$ cat src/rtl/aexm_dcache_resp.sv
// Direct-mapped, one-word-line write-through data cache for the AEXM core.
// Requests arrive one cycle early (precycle) so the tag check lands in LOOKUP.
module aexm_dcache_resp #(
    parameter int LINES = 64
) (
    input  logic        sys_clk_i,
    input  logic        sys_rst_i,
    input  logic [31:0] aexm_dcache_precycle_addr,
    input  logic        aexm_dcache_precycle_enable,
    input  logic        aexm_dcache_precycle_we,
    input  logic [31:0] aexm_dcache_datao,
    input  logic        aexm_dcache_force_miss,
    input  logic        aexm_dcache_we_tlb,
    output logic [31:0] aexm_dcache_datai,
    output logic        aexm_dcache_cache_busy,
    output logic        mem_req,
    output logic        mem_we,
    output logic [29:0] mem_addr,
    output logic [31:0] mem_wdata,
    input  logic [31:0] mem_rdata,
    input  logic        mem_ack
);
    localparam int IDX   = $clog2(LINES);
    localparam int TAG_W = 30 - IDX;

    typedef enum logic [1:0] {IDLE, LOOKUP, MEMWAIT, DONE} state_t;

    state_t             state;
    logic [29:0]        waddr_q;
    logic               we_q;
    logic [31:0]        wdata_q;
    logic               force_q;
    logic [LINES-1:0]   valid;
    logic [31:0]        line_data [LINES];
    logic [TAG_W-1:0]   line_tag  [LINES];

    logic [IDX-1:0]     idx;
    logic [TAG_W-1:0]   tag;
    logic               read_hit;
    logic               capture;
    logic               line_wr;
    logic               unused;

    assign unused   = ^{aexm_dcache_we_tlb, aexm_dcache_precycle_addr[1:0]};
    assign idx      = waddr_q[IDX-1:0];
    assign tag      = waddr_q[29:IDX];
    assign read_hit = !we_q && !force_q && valid[idx] && (line_tag[idx] == tag);

    always_comb begin
        aexm_dcache_cache_busy = 1'b0;
        if (state == MEMWAIT || (state == LOOKUP && !read_hit))
            aexm_dcache_cache_busy = 1'b1;
    end

    assign capture = !aexm_dcache_cache_busy && aexm_dcache_precycle_enable;

    // Writes allocate in LOOKUP; read misses fill on the ack.
    assign line_wr = (state == LOOKUP && we_q) || (state == MEMWAIT && mem_ack && !we_q);

    always_ff @(posedge sys_clk_i) begin
        if (sys_rst_i && line_wr) begin
            line_data[idx] <= we_q ? wdata_q : mem_rdata;
            line_tag[idx]  <= tag;
        end
    end

    always_ff @(posedge sys_clk_i) begin
        if (!sys_rst_i) begin
            state             <= IDLE;
            valid             <= '0;
            aexm_dcache_datai <= '0;
            mem_req           <= 1'b0;
            mem_we            <= 1'b0;
            mem_addr          <= '0;
            mem_wdata         <= '0;
            waddr_q           <= '0;
            we_q              <= 1'b0;
            wdata_q           <= '0;
            force_q           <= 1'b0;
        end else begin
            case (state)
                IDLE: state <= IDLE;
                LOOKUP: begin
                    if (read_hit) begin
                        aexm_dcache_datai <= line_data[idx];
                        state             <= IDLE;
                    end else begin
                        mem_req   <= 1'b1;
                        mem_we    <= we_q;
                        mem_addr  <= waddr_q;
                        mem_wdata <= wdata_q;
                        state     <= MEMWAIT;
                        if (we_q)
                            valid[idx] <= 1'b1;
                    end
                end
                MEMWAIT: begin
                    if (mem_ack) begin
                        mem_req <= 1'b0;
                        state   <= DONE;
                        if (!we_q) begin
                            valid[idx]        <= 1'b1;
                            aexm_dcache_datai <= mem_rdata;
                        end
                    end
                end
                DONE: state <= IDLE;
                default: state <= IDLE;
            endcase
            // A new request overrides the default next state above.
            if (capture) begin
                waddr_q <= aexm_dcache_precycle_addr[31:2];
                we_q    <= aexm_dcache_precycle_we;
                wdata_q <= aexm_dcache_datao;
                force_q <= aexm_dcache_force_miss;
                state   <= LOOKUP;
            end
        end
    end
endmodule
$ cat config.mk
export PLATFORM = sky130hd
export DESIGN_NAME = aexm_dcache_resp
export DESIGN_NICKNAME = d
export VERILOG_FILES = /design/src/rtl/aexm_dcache_resp.sv
export SDC_FILE = /design/constraint.sdc
export NUM_CORES = 2
export LEC_CHECK = 0
export ABC_AREA = 0
export CORE_MARGIN = 1.5
export CORE_UTILIZATION = 33
export DETAILED_ROUTE_END_ITERATION = 10
export PLACE_DENSITY = 0.45
export SLEW_MARGIN = 20
export SYNTH_ARGS = -nofsm -noshare
export SYNTH_HDL_FRONTEND = slang
export SYNTH_SLANG_ARGS = --single-unit
$ cat constraint.sdc
create_clock -name sys_clk_i -period 5.5 [get_ports sys_clk_i]
set_input_delay 0.825 -clock sys_clk_i [delete_from_list [all_inputs] [get_ports sys_clk_i]]
set_output_delay 0.825 -clock sys_clk_i [all_outputs]
set_load 0.02 [all_outputs]
==> impl_metrics.env <==
export IMPL_wl_per_cell_microns=35.7
export IMPL_synth_edff_count=3584
export IMPL_yosysUniqueCellTypes=70
export IMPL_io_pins=200
export IMPL_power_leakage_nw=54.7
export IMPL_maxCapViolations=0
export IMPL_grt_pass1_vias=77027
export IMPL_die_area_sq_um=450000
export IMPL_tightest_slew_ns=1.11
export IMPL_synth_top_area_share=0.731
export IMPL_via_count=75796
export IMPL_track_usage=0.216
export IMPL_setup_slack_ns=-0.587
export IMPL_critPathMaxFanout=4
export IMPL_cts_tree="done"
export IMPL_synth_seq_cells=3816
export IMPL_syn_avg_cell_area_sq_um=21.4
export IMPL_clk_pin_slew_ns=0.06
export IMPL_crit_type="reg2out"
export IMPL_synthTopCellsByArea="edfxtp_1, mux4_2, dfxtp_1, mux2i_1, a22oi_1"
export IMPL_clock_sinks=3816
export IMPL_hold_viol_final=0
export IMPL_clockBufferDepth=4
export IMPL_maxSlewHeadroom=0.260
export IMPL_grt_first_pass_wirelength_mm=669
export IMPL_yosys_warnings=0
export IMPL_die_w_microns=671
export IMPL_grt_setup_unrepaired="yes"
export IMPL_layout_min_cycle_time_ns=6.09
export IMPL_setup_violations_final=1
export IMPL_power_density_nw_per_um2=361
export IMPL_netlist_area_sq_um=147000
export IMPL_firstDrtPassIters=5
export IMPL_synthArstFlopShare=0
export IMPL_grt_start_max_net_pins=171
export IMPL_root_buffer="clkbuf_16"
export IMPL_synth_largest_area_cell="edfxtp_1"
export IMPL_layout_drive_gt1_share=0.290
export IMPL_drc=0
export IMPL_synth_top_cells_by_count="edfxtp_1, mux4_2, mux2i_1, dfxtp_1, clkbuf_1"
export IMPL_postSynthCellCount=6888
export IMPL_rows=245
export IMPL_ys_seq_area_frac=0.762
export IMPL_fmax_ghz=0.164
export IMPL_design_core_area_sq_um=445000
export IMPL_area_growth_pct=19.0
export IMPL_vias_per_cell=5.46
export IMPL_outcome="finished with violations"
export IMPL_cp_slowest_cell="nor4_4"
export IMPL_end_kind="output port"
export IMPL_drv_slew=0
export IMPL_antenna_found_initial=10
export IMPL_power_mw=63.3
export IMPL_initial_core_util=0.331
export IMPL_drtAntennaViolNets=0
export IMPL_grt_overflow=0
export IMPL_critPathMostFrequentCell="buf_4"
export IMPL_path_cells="buf_12 -> buf_16 -> mux4_2 -> and2_1 -> a31oi_4 -> buf_4 -> nand4_1 -> xnor2_1 -> buf_4 -> mux2i_1 -> a211o_1 -> nor4_4 -> clkbuf_16 -> a21oi_4 -> or2_1 -> buf_4"
export IMPL_cp_arrival_ns=5.26
export IMPL_startpoint_type="register"
export IMPL_htree_levels=5
export IMPL_synth_most_common_cell="edfxtp_1"
export IMPL_dp_hpwl_mm=270
export IMPL_hold_path_class="in2reg"
export IMPL_violations="setup timing"
export IMPL_synthFlopType="edfxtp_1"
export IMPL_post_route_period_util=1.11
export IMPL_routed_wl_mm=495
export IMPL_skew_ns=0.0535
export IMPL_vdd_ir_drop_max_mv=0.309
export IMPL_initialDrtViolationCount=7859
export IMPL_finalNetCount=7711
export IMPL_synthesis_nets=6991
export IMPL_clk_latency_ns=0.99
export IMPL_die_h_microns=671
export IMPL_setup_tns_ns=-0.587
export IMPL_portBuffers=196
export IMPL_routabilityCongestion=0.791
export IMPL_cp_required_ns=4.68
export IMPL_cts_made_buffers=415
export IMPL_worst_path_largest_cell_delay_ns=0.56
==> power breakdown <==
part	internal, mW	leakage [nW]	total (mW)	switching [mW]
Sequential	32.0	35.5	32.1	0.112
Clock	16.1	6.56	27.8	11.7
Combinational	1.31	12.7	3.36	2.06
Total	49.4	54.7	63.3	13.9
==> cell type report <==
cell class	instances	area (sq um)
Fill cell	39675	269000
Sequential cell	3816	112000
Multi-Input combinational cell	2631	33800
Clock buffer	502	10900
Timing Repair Buffer	732	8310
Tap cell	5928	7420
Clock inverter	259	2530
Inverter	12	55.1
Antenna cell	4	10.0
==> logic make-up (layout without fill, tap and decap cells) <==
kind of cell    Yosys count  in the layout  share of synthesized area
other cells               0              4                          0
mux                    1311           1311                      0.168
buf+inv                 441           1505                     0.0144
xor+xnor                 28             28                    0.00166
simple gates            661            661                     0.0216
flops                  3816           3816                      0.762
compound gates          631            631                     0.0323
==> per-layer routing <==
layer,GRT usage,share of wire
met1,0.289,0.42
met2,0.371,0.50
met3,0.0269,0.048
met4,0.0595,0.031
met5,0,0
==> per-stage QoR <==
step	util	hold slack (ns)	std cells	cell area [sq um]	setup slack [ns]
after floorplan	-	0.427	6888	147000	0.465
after global placement	0.361	0.441	13055	161000	-0.590
after detailed placement	0.361	0.447	13055	161000	-0.579
after CTS	0.393	0.0915	13847	175000	-0.665
after global routing	0.394	0.120	13883	175000	-0.641
final	0.394	0.177	13884	175000	-0.587
==> sequential cells by signal, indices dropped and copies added (netlist names), named ones only <==
register	cells
valid	64
state	2
waddr_q	30
mem_we	1
line_data	2048
mem_req	1
aexm_dcache_datai	32
force_q	1
mem_wdata	32
line_tag	1536
wdata_q	32
mem_addr	30
we_q	1
==> timing repair <==
item / CTS / global route
hold buffers: 0 / 0
buffers inserted: 28 / 27
pin swaps: 5 / 15
setup endpoints to repair: 81 / 69
resized for setup: 48 / 48
cloned: 4 / 6
==> final timing paths <==
path	from	end	slack [ns]	cells after the start
worst max-delay path	register	aexm_dcache_cache_busy	-0.59	16
worst min-delay path	sys_rst_i	wdata_q[28]$_SDFFE_PN0N_	0.18	2
worst min register to register	valid[45]$_SDFFE_PN0P_	valid[45]$_SDFFE_PN0P_	0.46	1
worst max register to register	register	waddr_q[12]$_SDFFE_PN0N_	0.05	18
==> placed cells by master (no fill, tap or decap), types with 62 or more instances in the layout <==
cell	n
a22oi_1	134
buf_12	146
buf_4	353
clkbuf_1	72
clkbuf_16	428
clkdlybuf4s50_1	194
clkinv_1	101
clkinv_2	78
dfxtp_1	200
edfxtp_1	3584
mux2i_1	312
mux4_2	922
nand2_1	148
nand3_1	190
nor2_1	100
nor2_4	65
o21a_1	93
o21ai_0	91
o311a_1	62
==> worst max-delay path, delay by kind of cell (launching register included) <==
family / cells / cell delay, ns
AOI/OAI and AO/OA: 3 / 0.60
xor gates and xnor gates: 1 / 0.31
DFF: 1 / 0.37
and+or+nand+nor: 4 / 1.35
muxes: 2 / 0.60
buffers and inverters: 6 / 1.02
Note: power is estimated with default switching activity, not from simulation.
